--- config.mk ---
export PLATFORM = sky130hd
export DESIGN_NAME = sensor_sequencer
export DESIGN_NICKNAME = d
export VERILOG_FILES = /design/src/rtl/sensor_sequencer.sv
export SDC_FILE = /design/constraint.sdc
export NUM_CORES = 1
export LEC_CHECK = 0
export CAP_MARGIN = 20
export CORE_MARGIN = 8
export CORE_UTILIZATION = 30
export DETAILED_ROUTE_END_ITERATION = 8
export GPL_TIMING_DRIVEN = 0
export MAX_ROUTING_LAYER = met4
export PLACE_DENSITY = 0.52
export SLEW_MARGIN = 15
export SYNTH_ARGS = -nofsm -noshare
export SYNTH_HDL_FRONTEND = slang
export SYNTH_SLANG_ARGS = --single-unit
--- constraint.sdc ---
create_clock -name clk -period 2 [get_ports clk]
set_input_delay 0.5 -clock clk [delete_from_list [all_inputs] [get_ports clk]]
set_output_delay 0.5 -clock clk [all_outputs]
set_load 0.005 [all_outputs]
--- src/rtl/sensor_sequencer.sv ---
`default_nettype none
// +----------------------------------------------------------------------------+
// | Module : sensor_sequencer                                                  |
// | Desc   : periodic ADC sampling, contact debounce and temperature flags     |
// |          feeding the asphyxia-prevention state machine.                    |
// | Rev    : 1.0  initial release                                              |
// +----------------------------------------------------------------------------+
module sensor_sequencer #(
  parameter int         PERIOD   = 100000,
  parameter int         DEB      = 4,
  parameter int         TIMEOUT  = 1000,
  parameter logic [7:0] T28_CODE = 8'd112,
  parameter logic [7:0] T30_CODE = 8'd120,
  parameter logic [7:0] HYST     = 8'd2
) (
  input  logic       clk,
  input  logic       reset,
  input  logic       Presencia_raw,
  input  logic       Ignicion_raw,
  input  logic       adc_done,
  input  logic [7:0] adc_data,
  output logic       adc_start,
  output logic       Presencia,
  output logic       Ignicion,
  output logic       Temp_28,
  output logic       Temp_30,
  output logic       paso,
  output logic       error_adc
);

  localparam int c_PER_W = (PERIOD > 2) ? $clog2(PERIOD) : 1;
  localparam int c_TO_W  = (TIMEOUT > 1) ? $clog2(TIMEOUT) : 1;
  localparam int c_DEB_W = ($clog2(DEB + 1) > 3) ? $clog2(DEB + 1) : 3;

  localparam logic [c_PER_W-1:0] c_PER_LAST = c_PER_W'(PERIOD - 1);
  localparam logic [c_TO_W-1:0]  c_TO_LAST  = c_TO_W'(TIMEOUT - 1);
  localparam logic [c_DEB_W-1:0] c_DEB_MAX  = c_DEB_W'(DEB);

  // Clear thresholds saturate at zero instead of wrapping.
  localparam logic [7:0] c_T28_LOW = (T28_CODE > HYST) ? T28_CODE - HYST : 8'd0;
  localparam logic [7:0] c_T30_LOW = (T30_CODE > HYST) ? T30_CODE - HYST : 8'd0;

  typedef enum logic [2:0] {
    S_IDLE   = 3'd0,
    S_START  = 3'd1,
    S_WAIT   = 3'd2,
    S_UPDATE = 3'd3,
    S_STEP   = 3'd4
  } state_t;

  state_t               r_state,   w_next_state;
  logic [c_PER_W-1:0]   r_per_cnt, w_per_cnt;
  logic [c_TO_W-1:0]    r_to_cnt,  w_to_cnt;
  logic [c_DEB_W-1:0]   r_pres_cnt, w_pres_cnt;
  logic [c_DEB_W-1:0]   r_ign_cnt,  w_ign_cnt;
  logic [7:0]           r_data,    w_data;
  logic                 r_timeout, w_timeout;
  logic                 r_presencia, w_presencia;
  logic                 r_ignicion,  w_ignicion;
  logic                 r_t28, w_t28;
  logic                 r_t30, w_t30;
  logic                 r_err, w_err;
  logic                 r_adc_start, r_paso;
  logic [c_DEB_W:0]     w_deb_p, w_deb_i;

  function automatic logic [c_DEB_W:0] deb_next(input logic sample, input logic cur,
                                                input logic [c_DEB_W-1:0] cnt);
    logic [c_DEB_W-1:0] w_inc;
    w_inc = cnt + 1'b1;
    if (sample == cur) return {cur, {c_DEB_W{1'b0}}};
    if (w_inc == c_DEB_MAX) return {sample, {c_DEB_W{1'b0}}};
    return {cur, w_inc};
  endfunction

  function automatic logic hyst_next(input logic cur, input logic [7:0] d,
                                     input logic [7:0] thr, input logic [7:0] low);
    if (d >= thr) return 1'b1;
    if (d < low) return 1'b0;
    return cur;
  endfunction

  always_comb begin
    w_next_state = r_state;
    w_per_cnt    = r_per_cnt;
    w_to_cnt     = r_to_cnt;
    w_pres_cnt   = r_pres_cnt;
    w_ign_cnt    = r_ign_cnt;
    w_data       = r_data;
    w_timeout    = r_timeout;
    w_presencia  = r_presencia;
    w_ignicion   = r_ignicion;
    w_t28        = r_t28;
    w_t30        = r_t30;
    w_err        = r_err;
    w_deb_p      = deb_next(Presencia_raw, r_presencia, r_pres_cnt);
    w_deb_i      = deb_next(Ignicion_raw, r_ignicion, r_ign_cnt);
    case (r_state)
      S_IDLE: begin
        if (r_per_cnt == c_PER_LAST) begin
          w_per_cnt    = '0;
          w_next_state = S_START;
        end else begin
          w_per_cnt = r_per_cnt + 1'b1;
        end
      end
      S_START: begin
        w_to_cnt     = '0;
        w_next_state = S_WAIT;
      end
      S_WAIT: begin
        // A done pulse on the expiry cycle still wins over the timeout.
        if (adc_done) begin
          w_data       = adc_data;
          w_timeout    = 1'b0;
          w_next_state = S_UPDATE;
        end else if (r_to_cnt == c_TO_LAST) begin
          w_timeout    = 1'b1;
          w_next_state = S_UPDATE;
        end else begin
          w_to_cnt = r_to_cnt + 1'b1;
        end
      end
      S_UPDATE: begin
        w_err = r_timeout;
        if (r_timeout) begin
          w_t28 = 1'b1;
          w_t30 = 1'b1;
        end else begin
          w_t28 = hyst_next(r_t28, r_data, T28_CODE, c_T28_LOW);
          w_t30 = hyst_next(r_t30, r_data, T30_CODE, c_T30_LOW);
        end
        {w_presencia, w_pres_cnt} = w_deb_p;
        {w_ignicion,  w_ign_cnt}  = w_deb_i;
        w_next_state = S_STEP;
      end
      S_STEP:  w_next_state = S_IDLE;
      default: w_next_state = S_IDLE;
    endcase
  end

  always_ff @(posedge clk or posedge reset) begin
    if (reset) begin
      r_state     <= S_IDLE;
      r_per_cnt   <= '0;
      r_to_cnt    <= '0;
      r_pres_cnt  <= '0;
      r_ign_cnt   <= '0;
      r_data      <= '0;
      r_timeout   <= 1'b0;
      r_presencia <= 1'b0;
      r_ignicion  <= 1'b0;
      r_t28       <= 1'b0;
      r_t30       <= 1'b0;
      r_err       <= 1'b0;
      r_adc_start <= 1'b0;
      r_paso      <= 1'b0;
    end else begin
      r_state     <= w_next_state;
      r_per_cnt   <= w_per_cnt;
      r_to_cnt    <= w_to_cnt;
      r_pres_cnt  <= w_pres_cnt;
      r_ign_cnt   <= w_ign_cnt;
      r_data      <= w_data;
      r_timeout   <= w_timeout;
      r_presencia <= w_presencia;
      r_ignicion  <= w_ignicion;
      r_t28       <= w_t28;
      r_t30       <= w_t30;
      r_err       <= w_err;
      r_adc_start <= (w_next_state == S_START);
      r_paso      <= (w_next_state == S_STEP);
    end
  end

  assign adc_start = r_adc_start;
  assign paso      = r_paso;
  assign Presencia = r_presencia;
  assign Ignicion  = r_ignicion;
  assign Temp_28   = r_t28;
  assign Temp_30   = r_t30;
  assign error_adc = r_err;

endmodule
`default_nettype wire

* Yosys cells after proc, flatten, opt, wreduce, memory -nomap -nowiden
Index checks and enable logic that the tools add are counted.
** Word-level totals
- Flip-flop bits (word level) :: 52
- Output and inout port bits :: 7
** Operators by class
- $add $sub $neg :: 4
- Order comparisons :: 4
- Equal/unequal tests :: 13
- Muxes and demuxes :: 48
- Reduce and logical (&&, ||, !) cells :: 14
** Operators by type and width (count)
- $mux W1 :: 32
- $mux W4 :: 8
- $mux W10 :: 2
- $pmux W10 S2 :: 1
- $add A17 B1 Y17 const B :: 1
- $eq A17 B17 Y1 const B :: 1
- $mux W17 :: 1
- $ge A8 B7 Y1 const B :: 2
- $lt A8 B7 Y1 const B :: 2
- $pmux W3 S4 :: 1
- $reduce_and A2 Y1 :: 6
- $add A10 B1 Y10 const B :: 1
- $eq A10 B10 Y1 const B :: 1
- $eq A3 B3 Y1 const B :: 3
- $mux W3 :: 3
- $reduce_bool A2 Y1 :: 4
- $add A3 B1 Y3 const B :: 2
- $eq A3 B1 Y1 const B :: 2
- $eq A3 B2 Y1 const B :: 2
- $reduce_bool A3 Y1 :: 2
- $ne A2 B2 Y1 const B :: 2
- $logic_not A3 Y1 :: 1
- $reduce_and A3 Y1 :: 1
- $eq A1 B1 Y1 :: 2

* Depth between registers and ports, before layout
Gate-level depths: netlist (run 1).
- Word-level depth :: 10
- Depth in mapped cells :: 6
- Depth with buffers taken out :: 6

* Least setup slack after synthesis (run 1)
OpenSTA, ideal clock, no wires.
- Path type :: reg-to-reg
- Start point :: reg r_to_cnt[0]
- End point :: reg r_to_cnt[0]
- Setup time :: 0.125 ns
- Arrival :: 1.530 ns
- Required time :: 1.875 ns
- Slack :: 0.344 ns
- Stages on the path, launching flop included :: 7
- Clock period less this slack :: 1.656 ns
- Cells stage by stage :: dfrtp_1 > ha_1 > nand2_1 > nor4b_2 > nor2b_1 > or2_1 > mux2_4
** On the way
- Word-level cells in the longest chain between the ends :: 4
- Elaborated cells on any way between the ends :: 7
- Those cells by class :: add/sub: 1; eq/ne: 2; mux: 3; reduce/logical: 1
** Ends and longest elaborated chain
- start, declared :: RTL line 53 : logic [c_TO_W-1:0] r_to_cnt, w_to_cnt;
- start signal, assigned :: RTL line 160 : r_to_cnt <= w_to_cnt;
- $add A10 B1 Y10 :: RTL line 120 : w_to_cnt = r_to_cnt + 1'b1;
- $mux W10 :: RTL line 116 : end else if (r_to_cnt == c_TO_LAST) begin
- $mux W10 :: RTL line 112 : if (adc_done) begin
- $pmux W10 S2 :: RTL line 97 : case (r_state)
Parallel ways exist; a longest one is shown, timed or not. The select of a mux whose other input is x is not followed.
A chain may end at the register's enable or synchronous reset.

* Worst setup path after layout (run 1)
- Start point :: reg r_state[0]
- End point :: reg r_data[5]
** On the way
- Word-level cells in the longest chain between the ends :: 2
** Ends and longest elaborated chain
- start, declared :: RTL line 51 : state_t r_state, w_next_state;
- start signal, assigned :: RTL line 158 : r_state <= w_next_state;
- $eq A3 B2 Y1 :: RTL line 97
- $reduce_and A2 Y1 (no line)
- end signal, assigned :: RTL line 163 : r_data <= w_data;
- end, declared :: RTL line 56 : logic [7:0] r_data, w_data;
Every way passes these cells.

==> metrics.md, run 1 <==
| Metric | Value |
|---|---|
| Die Span Y | 106 um |
| Sw Pwr | 370 uW |
| Initial Utilization | 0.303 |
| Largest net degree at the start of global routing | 29 |
| Class of the most critical setup path | reg -> reg |
| Placed cells | 350 |
| Required @ worst endpoint | 2.20 ns |
| Clock sink count | 51 |
| Die Wd | 106 um |
| CTS root buffer | clkbuf_8 |
| Initial drt markers | 43 |
| CP Max Fanout | 8 |
| End-of-flow core utilization | 0.358 |
| Combinational power share | 0.035 |
| Clock share of power | 0.372 |
| Synthesized flop and latch total | 51 |
| Sw frac | 0.211 |
| Fmax | 556 MHz |
| Clock transition at the registers of the reported paths | 0.09 ns |
| GR Util met3 | 0.0248 |
| Avg WL per Cell | 12.2 um |
| Nets | 271 |
| Final setup fails | 0 |
| Clk Latency, worst-skew pair | 0.30 ns |
| Top FF cell, synth | dfrtp_1 |
| Least-Margin Pin Slew | 0.650 ns |
| Mean post-synth cell area | 10.7 um2 |
| Fin Hold WS | 0.497 ns |
| Synth Warn # | 0 |
| Setup ws final | 0.200 ns |
| CP Data Arrival Time | 2.00 ns |
| Minimum clock period | 1.80 ns |
| M1 GR Usage | 0.107 |
| H-tree depth | 2 |
| Commonest non-fill, non-tap cell in the layout | dfrtp_1 |
| Max VDD drop | 296 uV |
| Port bufs | 18 |
| Fillers | 834 |
| Flop pwr share | 0.592 |
| Max cap viols | 0 |
| Register area share after synthesis | 0.526 |
| Number of synthesized flops with an enable pin | 0 |
| RSZ-0062 raised after global routing | false |
| Most Crowded Layer GR | met2 |
| Min-delay worst type | reg -> reg |
| TritonCTS clock tree | done |
| Core Area | 8010 um2 |
| DP HPWL | 3060 um |
| Clk buf depth | 2 |
| Die ar. | 11,200 um2 |
| Outcome | completed |
| Pwr dens | 611 nW/um2 |
| DRT antenna net count | 0 |
| Ports | 20 |
| Layout cells sized above 1 | 0.107 |
| Most frequent cells in the layout | 51 x dfrtp_1, 23 x nor2_1, 21 x xnor2_1 |
| Pwr Total | 1750 uW |
| Slowest stage delay, CP | 0.48 ns |
| Multi-input logic area | 1090 um2 |
| Max-slew violation count | 0 |
| Grt met2 use | 0.129 |
| Post-Place Worst Slack | -0.0919 ns |
| RePlAce Congestion | 0.740 |
| Post-cts sizing count | 0 |
| Max_slew headroom | 0.563 |
| GRT Residual Overflow | 0 |
| Area Overhead vs Synth | 18.1% |
| Count of cell types in the netlist | 41 |
| Final Hold Fails | 0 |
| Rows | 33 |
| Cell Count, Final, Fillers Out | 358 |
| Buffers inserted by post-CTS timing repair | 0 |
| Gr usage total | 0.0860 |
| Antenna Cells | 0 |
| Worst path cell trace | nor3b_1 > and2_1 > buf_2 > mux2_2 |
| Area of the mapped netlist | 2430 um2 |
| CTS Hold Buffers Added | 0 |
| Critical path's slowest cell | dfrtp_1 |
| # DRC | 0 |
| Via-to-Cell Ratio | 4.55 |
| Leak | 0.00128 uW |
| Internal | 1380 uW |
| First-pass GRT wire length | 7690 um |
| Drt first pass iters | 4 |
| CP Capture Type | flip-flop |
| Initial antenna violation count | 0 |
| Critical path startpoint category | flip-flop |
| Vias in the first global route | 1,644 |
| Ys async rst share | 1.00 |
| CTS Buf Count | 5 |
| Mapped Cells | 226 |
| WL final | 4370 um |
| Tcrit/Tclk final | 0.900 |
| FF+latch area | 1280 um2 |
| Syn_nets | 245 |
| Clock skew | 0.00584 ns |
| Via count | 1,630 |
[synth_stat cells (all sizes together), types with 3 or more instances]
master / n / area share
nor3b: 3 / 0.013
xnor2: 21 / 0.076
nand3: 13 / 0.027
nand4: 3 / 0.0077
ha: 6 / 0.031
a21oi: 3 / 0.0062
buf: 4 / 0.0093
dfrtp: 51 / 0.53
nor3: 9 / 0.023
nand2: 20 / 0.031
mux2: 10 / 0.048
nor4: 7 / 0.018
xor2: 6 / 0.022
inv: 11 / 0.017
and2: 3 / 0.0077
nor2: 23 / 0.036
o21ai: 6 / 0.012
[power groups by stage]
stage | Combinational [uW] | Sequential, uW | Clock (uW)
global route | 71.5 | 1040 | 711
global placement | 60.1 | 1060 | 0
finish | 62.2 | 1040 | 653
floorplan | 24.4 | 1060 | 0
detailed placement | 65.2 | 1060 | 0
CTS | 65.3 | 1040 | 682
[kinds of logic (layout without fill, tap and decap cells)]
kind of cell               count (synthesis)  after routing  synth area share
AOI/OAI and AO/OA                         20             20            0.0557
xor gates and xnor gates                  27             27            0.0974
adders and majority gates                  6              6            0.0309
buffers and inverters                     16             43            0.0278
DFF                                       51             51             0.526
muxes                                     12             12            0.0562
and+or+nand+nor                           94             94             0.206
[per-layer routing]
metal | wire [um] | up-vias
met5 | 0 | -
met3 | 132 | 5
met1 | 2250 | 781
li1 | - | 830
met2 | 1930 | 14
met4 | 63 | 0
[critical path: cells and delay by family, from the launching register on]
family        cells  cell delay, ns
simple gates      2            0.65
buf+inv           1            0.21
mux               1            0.35
flops             1            0.48
[through the flow]
| stage | cell area (um2) | setup TNS (ns) |
|---|---|---|
| floorplan | 2430 | 0 |
| global placement | 2740 | -42.27 |
| detailed placement | 2760 | -0.296 |
| CTS | 2860 | 0 |
| global route | 2870 | 0 |
| finish | 2870 | 0 |
[cell type report]
type / count / share of cell area
Multi-Input combinational cell: 159 / 0.381
Buffer: 5 / 0.00916
Sequential cell: 51 / 0.445
Inverter: 11 / 0.0144
Timing Repair Buffer: 19 / 0.0698
Tap cell: 105 / 0.0458
Clock buffer: 8 / 0.0349
[final timing paths]
path	startpoint	end	slack, ns	cells after the start
min in group asynchronous	reset	r_per_cnt[8]	0.55	2
max in group asynchronous	reset	r_state[2]	0.92	3
setup reg to reg	r_state[0]	r_data[5]	0.20	4
setup / recovery	r_state[0]	r_data[5]	0.20	4
hold reg to reg	r_per_cnt[13]	r_per_cnt[13]	0.50	1
hold / removal	r_per_cnt[13]	r_per_cnt[13]	0.50	1
[registers in the layout, indices dropped and copies added, names as in the netlist]
name        flops
Ignicion        1
Presencia       1
Temp_28         1
Temp_30         1
adc_start       1
error_adc       1
paso            1
r_data          7
r_ign_cnt       3
r_per_cnt      17
r_pres_cnt      3
r_state         3
r_timeout       1
r_to_cnt       10
Power figures use the tool's default switching activity.
==> inputs of run 2 (changes only) <==
CORE_UTILIZATION = 28   (was 30)
PLACE_DENSITY = 0.49   (was 0.52)
clock period = 2.1 ns   (was 2 ns; I/O delays follow)
==> metrics.md, run 2 (synthesized netlist as in run 1, its figures left out) <==
| Metric | Value |
|---|---|
| Commonest non-fill, non-tap cell in the layout | dfrtp_1 |
| Post-cts sizing count | 0 (unchanged) |
| # DRC | 0 (unchanged) |
| Clk buf depth | 2 (unchanged) |
| Tcrit/Tclk final | 0.896 (-0.00357) |
| Reg2Reg Depth | 6 (+2) |
| Port bufs | 18 (unchanged) |
| Outcome | completed |
| Die ar. | 11,900 um2 (+6.0%) |
| Clock share of power | 0.403 (+0.031) |
| Initial drt markers | 84 (+95%) |
| CP Max Fanout | 5 (-3) |
| Slowest stage delay, CP | 0.42 ns (-0.06 ns) |
| TritonCTS clock tree | done |
| RePlAce Congestion | 0.718 (-2.9%) |
| Buffers inserted by post-CTS timing repair | 0 (unchanged) |
| Max-slew violation count | 0 (unchanged) |
| FF-to-FF End | r_to_cnt[0] |
| Core Area | 8550 um2 (+6.7%) |
| CTS Buf Count | 5 (unchanged) |
| CP Data Arrival Time | 2.07 ns (+0.07 ns) |
| Final Hold Fails | 0 (unchanged) |
| CTS Hold Buffers Added | 0 (unchanged) |
| CTS root buffer | clkbuf_8 |
| Fin Hold WS | 0.492 ns (-0.00506 ns) |
| Class of the most critical setup path | reg -> reg |
| DP HPWL | 3110 um (+1.5%) |
| Initial antenna violation count | 0 (unchanged) |
| Max cap viols | 0 (unchanged) |
| Die Wd | 109 um (+3.0%) |
| Sw frac | 0.202 (-0.00917) |
| Ports | 20 (unchanged) |
| Largest register FFs | 17 (unchanged) |
| GRT Residual Overflow | 0 (unchanged) |
| Required @ worst endpoint | 2.29 ns (+0.09 ns) |
| Fillers | 862 (+3.4%) |
| RSZ-0062 raised after global routing | false |
| Critical Path Stages | 6 (+2) |
| Flop pwr share | 0.563 (-0.029) |
| Combinational power share | 0.034 (about the same) |
| Worst path cell trace | ha_1 > nand2_1 > nor4b_2 > nor2b_1 > or2_1 > mux2_4 |
| End-of-flow core utilization | 0.337 (-0.0212) |
| Clock skew | 0.00868 ns (+0.00284 ns) |
| Fmax | 531 MHz (-4.4%) |
| Final setup fails | 0 (unchanged) |
| Via-to-Cell Ratio | 4.43 (-2.6%) |
| Die Span Y | 109 um (+3.0%) |
| Gr usage total | 0.0851 (-0.000890) |
| Reg2reg setup slack | 0.22 ns (+0.02 ns) |
| Most frequent cells in the layout | 51 x dfrtp_1, 23 x nor2_1, 21 x xnor2_1 |
| Clock transition at the registers of the reported paths | 0.09 ns (about the same) |
| Largest register by flop count | r_per_cnt |
| DRT antenna net count | 0 (unchanged) |
| Initial Utilization | 0.284 (-0.0192) |
| Setup tns final | 0 ns (unchanged) |
| Avg WL per Cell | 12.1 um (-1.3%) |
| Clock sink count | 51 (unchanged) |
| Internal | 1400 uW (+1.3%) |
| Largest net degree at the start of global routing | 29 (unchanged) |
| Leak | 0.00128 uW (+0.20%) |
| Vias in the first global route | 1,729 (+5.2%) |
| Max VDD drop | 215 uV (-27%) |
| Critical path's slowest cell | nor4b_2 |
| Drt first pass iters | 4 (unchanged) |
| Crit path from | r_to_cnt[0] |
| Most Crowded Layer GR | met2 |
| GR Util met3 | 0.0207 (-0.00412) |
| Max_slew headroom | 0.576 (+0.0129) |
| H-tree depth | 2 (unchanged) |
| Grt met2 use | 0.137 (+0.00866) |
| CP bufs+invs | 0 (-1) |
| Worst setup endpoint | r_to_cnt[0] |
| WL final | 4350 um (-0.46%) |
| Sw Pwr | 355 uW (-4.2%) |
| Pwr dens | 610 nW/um2 (-0.25%) |
| Minimum clock period | 1.88 ns (+0.0825 ns) |
| CP Capture Type | flip-flop |
| Clk Latency, worst-skew pair | 0.30 ns (about the same) |
| First-pass GRT wire length | 7980 um (+3.8%) |
| Area Overhead vs Synth | 18.7% |
| Antenna Cells | 0 (unchanged) |
| Top cell family by delay on the critical path | simple AND/OR/NAND/NOR gates |
| Critical path startpoint category | flip-flop |
| Layout cells sized above 1 | 0.111 (+0.00395) |
| Via count | 1,601 (-1.8%) |
| Top flop regs | r_per_cnt x17, r_to_cnt x10, r_data x7 |
| Nets | 271 (unchanged) |
| Min-delay worst type | reg -> reg |
| Pwr Total | 1760 uW (+0.18%) |
| Least-Margin Pin Slew | 0.631 ns (-0.0192 ns) |
| Rows | 34 (+3.0%) |
| RR Startpoint | r_to_cnt[0] |
| M1 GR Usage | 0.101 (-0.00504) |
run 2: cell types whose count changed in the layout (fill, tap and decap cells not counted):
cell | before | now
bufinv_16 | 0 | 1
clkbuf_1 | 2 | 1
clkbuf_8 | 7 | 6
clkinv_2 | 0 | 1
nor4b_2 | 0 | 1
nor4b_4 | 1 | 0
run 2: worst min-delay path by stage:
stage                  startpoint  cells after the start       endpoint
floorplan           r_per_cnt[14]                      1  r_per_cnt[14]
global placement        error_adc                      2      error_adc
detailed placement      error_adc                      2      error_adc
CTS                     error_adc                      2      error_adc
global route            error_adc                      2      error_adc
finish              r_per_cnt[14]                      1  r_per_cnt[14]
run 2: cell type report:
| type | instances | area (um2) | area share |
|---|---|---|---|
| Buffer | 5 | 26.3 | 0.00912 |
| Clock inverter | 2 | 35.0 | 0.0122 |
| Timing Repair Buffer | 19 | 200 | 0.0695 |
| Sequential cell | 51 | 1280 | 0.443 |
| Clock buffer | 6 | 82.6 | 0.0287 |
| Inverter | 11 | 41.3 | 0.0143 |
| Tap cell | 108 | 135 | 0.0469 |
| Multi-Input combinational cell | 159 | 1080 | 0.376 |
run 2: layer usage:
metal,vias up,part of all wire
li1,827,-
met1,746,0.51
met2,22,0.44
met3,6,0.030
met4,0,0.015
met5,-,0
run 2: power by group through the flow:
stage / combinational (uW) / clock [uW] / sequential [uW]
CTS: 63.2 / 738 / 989
finish: 59.8 / 707 / 989
detailed placement: 62.8 / 0 / 1010
global placement: 57.2 / 0 / 1010
floorplan: 23.3 / 0 / 1010
global route: 68.2 / 771 / 990
run 2: worst register-to-register path: stages (launching register included):
cell and delay, ns:
dfrtp_1 0.40, ha_1 0.23, nand2_1 0.08, nor4b_2 0.42, nor2b_1 0.19, or2_1 0.16, mux2_4 0.30
run 2: through the flow:
| stage | setup WS (ns) | cells | instance area (um2) |
|---|---|---|---|
| after floorplan | 0.345 | 226 | 2430 |
| after global routing | 0.106 | 361 | 2880 |
| final | 0.217 | 361 | 2880 |
| after global placement | -0.779 | 352 | 2740 |
| after detailed placement | -0.0425 | 353 | 2760 |
| after CTS | 0.197 | 361 | 2880 |
==> inputs of run 3 (changes only) <==
CORE_UTILIZATION = 30   (was 28)
PLACE_DENSITY = 0.52   (was 0.49)
clock period = 1.8 ns   (was 2.1 ns; I/O delays follow)
==> metrics.md, run 3 (synthesized netlist as in run 1, its figures left out) <==
| Metric | Value |
|---|---|
| Setup ws final | 0.0775 ns (-0.140 ns) |
| FF-to-FF End | r_to_cnt[0] |
| DP HPWL | 3060 um (-1.5%) |
| Critical path startpoint category | primary input |
| Reg2reg setup slack | 0.12 ns (-0.10 ns) |
| Largest register FFs | 17 (unchanged) |
| Most frequent cells in the layout | 49 x dfrtp_1, 23 x nor2_1, 21 x xnor2_1 |
| Post-Place Worst Slack | -0.242 ns (-0.199 ns) |
| Initial Utilization | 0.303 (+0.0192) |
| Clock skew | 0.0120 ns (+0.00331 ns) |
| Nets | 275 (+1.5%) |
| CTS Buf Count | 5 (unchanged) |
| Max cap viols | 0 (unchanged) |
| Max VDD drop | 329 uV (+53%) |
| Max_slew headroom | 0.640 (+0.0636) |
| CP Max Fanout | 6 (+1) |
| Clk buf depth | 2 (unchanged) |
| RSZ-0062 raised after global routing | true |
| Pwr dens | 669 nW/um2 (+9.7%) |
| Fmax | 581 MHz |
| Layout cells sized above 1 | 0.148 (+0.0372) |
| Top flop regs | r_per_cnt x17, r_to_cnt x10, r_data x7 |
| Class of the most critical setup path | in -> reg |
| Max-slew violation count | 0 (unchanged) |
| Final setup fails | 0 (unchanged) |
| RePlAce Congestion | 0.740 (+3.0%) |
| Tcrit/Tclk final | 0.957 |
| Min-delay worst type | in -> async |
| Clk Latency, worst-skew pair | 0.31 ns (about the same) |
| Port bufs | 18 (unchanged) |
| Die ar. | 11,200 um2 (-5.7%) |
| CTS Hold Buffers Added | 0 (unchanged) |
| Least-Margin Pin Slew | 0.539 ns (-0.0914 ns) |
| First-pass GRT wire length | 7770 um (-2.7%) |
| CP Capture Type | flip-flop |
| RR Startpoint | r_state[1] |
| Die Wd | 106 um (-2.9%) |
| Leak | 0.00130 uW (+1.7%) |
| Ports | 20 (unchanged) |
| Crit path from | adc_done |
| Antenna Cells | 0 (unchanged) |
| CTS root buffer | clkbuf_8 |
| Initial drt markers | 37 (-56%) |
| Reg2Reg Depth | 6 (unchanged) |
| CP Data Arrival Time | 1.93 ns (-0.14 ns) |
| Initial antenna violation count | 0 (unchanged) |
| # DRC | 0 (unchanged) |
| Via-to-Cell Ratio | 4.56 (+2.8%) |
| Area Overhead vs Synth | 20.4% |
| Outcome | completed |
| WL final | 4480 um (+2.8%) |
| Avg WL per Cell | 12.4 um (+2.5%) |
| Clock transition at the registers of the reported paths | 0.10 ns (about the same) |
| DRT antenna net count | 0 (unchanged) |
| Clock sink count | 51 (unchanged) |
| H-tree depth | 2 (unchanged) |
| Worst setup endpoint | r_to_cnt[0] |
| Final Hold Fails | 0 (unchanged) |
| Core Area | 8010 um2 (-6.3%) |
| Minimum clock period | 1.72 ns |
| Vias in the first global route | 1,658 (-4.1%) |
| Die Span Y | 106 um (-2.9%) |
| Commonest non-fill, non-tap cell in the layout | dfrtp_1 |
| GRT Residual Overflow | 0 (unchanged) |
| Rows | 33 (-2.9%) |
| TritonCTS clock tree | done |
| Largest net degree at the start of global routing | 29 (unchanged) |
| Required @ worst endpoint | 2.00 ns (-0.29 ns) |
| Via count | 1,650 (+3.1%) |
| Largest register by flop count | r_per_cnt |
| Drt first pass iters | 3 (-1) |
| Gr usage total | 0.0867 (+0.00155) |
| Pwr Total | 1950 uW (+11%) |
-- run 3: report_power, final --
part           internal [uW]  switching (uW)
Clock                    352             380
Combinational           35.6            33.6
Sequential              1150            4.42
Total                   1540             418
-- run 3: critical path: stages --
cell,delay (ns)
clkdlybuf4s50_1,0.52
nor3b_2,0.07
o21ai_1,0.36
or2_1,0.22
mux2_4,0.30
-- run 3: area by class of cell --
| type | count | area, um2 |
|---|---|---|
| plain buffers | 5 | 30.0 |
| clock buffers | 8 | 100 |
| fillers | 833 | 5090 |
| inverters | 11 | 41.3 |
| multi-input cells | 159 | 1110 |
| flip-flops and latches | 51 | 1280 |
| well taps | 105 | 131 |
| repair buffers | 23 | 230 |
-- run 3: repair_timing --
| item | in CTS | in global routing |
|---|---|---|
| gates resized for setup | 3 | 7 |
| buffers inserted | 1 | 3 |
| pin swaps | 1 | 3 |
| setup endpoints to repair | 12 | 18 |
-- run 3: worst min-delay path by stage --
stage | endpoint | slack, ns | cells past startpoint
after floorplan | r_per_cnt[14] | 0.45 | 1
after global placement | r_per_cnt[14] | 0.49 | 1
after detailed placement | r_per_cnt[13] | 0.48 | 1
after CTS | r_per_cnt[13] | 0.50 | 1
after global routing | r_per_cnt[13] | 0.51 | 1
final | r_per_cnt[10] | 0.50 | 2
-- run 3: metrics by stage --
step	hold WS, ns	TNS, ns	instance area (um2)	util	cells
floorplan	0.450	0	2430	-	226
global placement	0.487	-50.94	2740	0.342	349
detailed placement	0.483	-1.26	2760	0.344	350
CTS	0.502	0	2880	0.360	359
global route	0.513	-0.185	2920	0.365	362
finish	0.495	0	2920	0.365	362
-- run 3: metal layers --
metal / up-vias / GRT usage / wire, um
met4: 0 / 0.0362 / 62
met2: 18 / 0.130 / 2050
met3: 5 / 0.0248 / 136
li1: 835 / - / -
met5: - / - / 0
met1: 792 / 0.107 / 2230
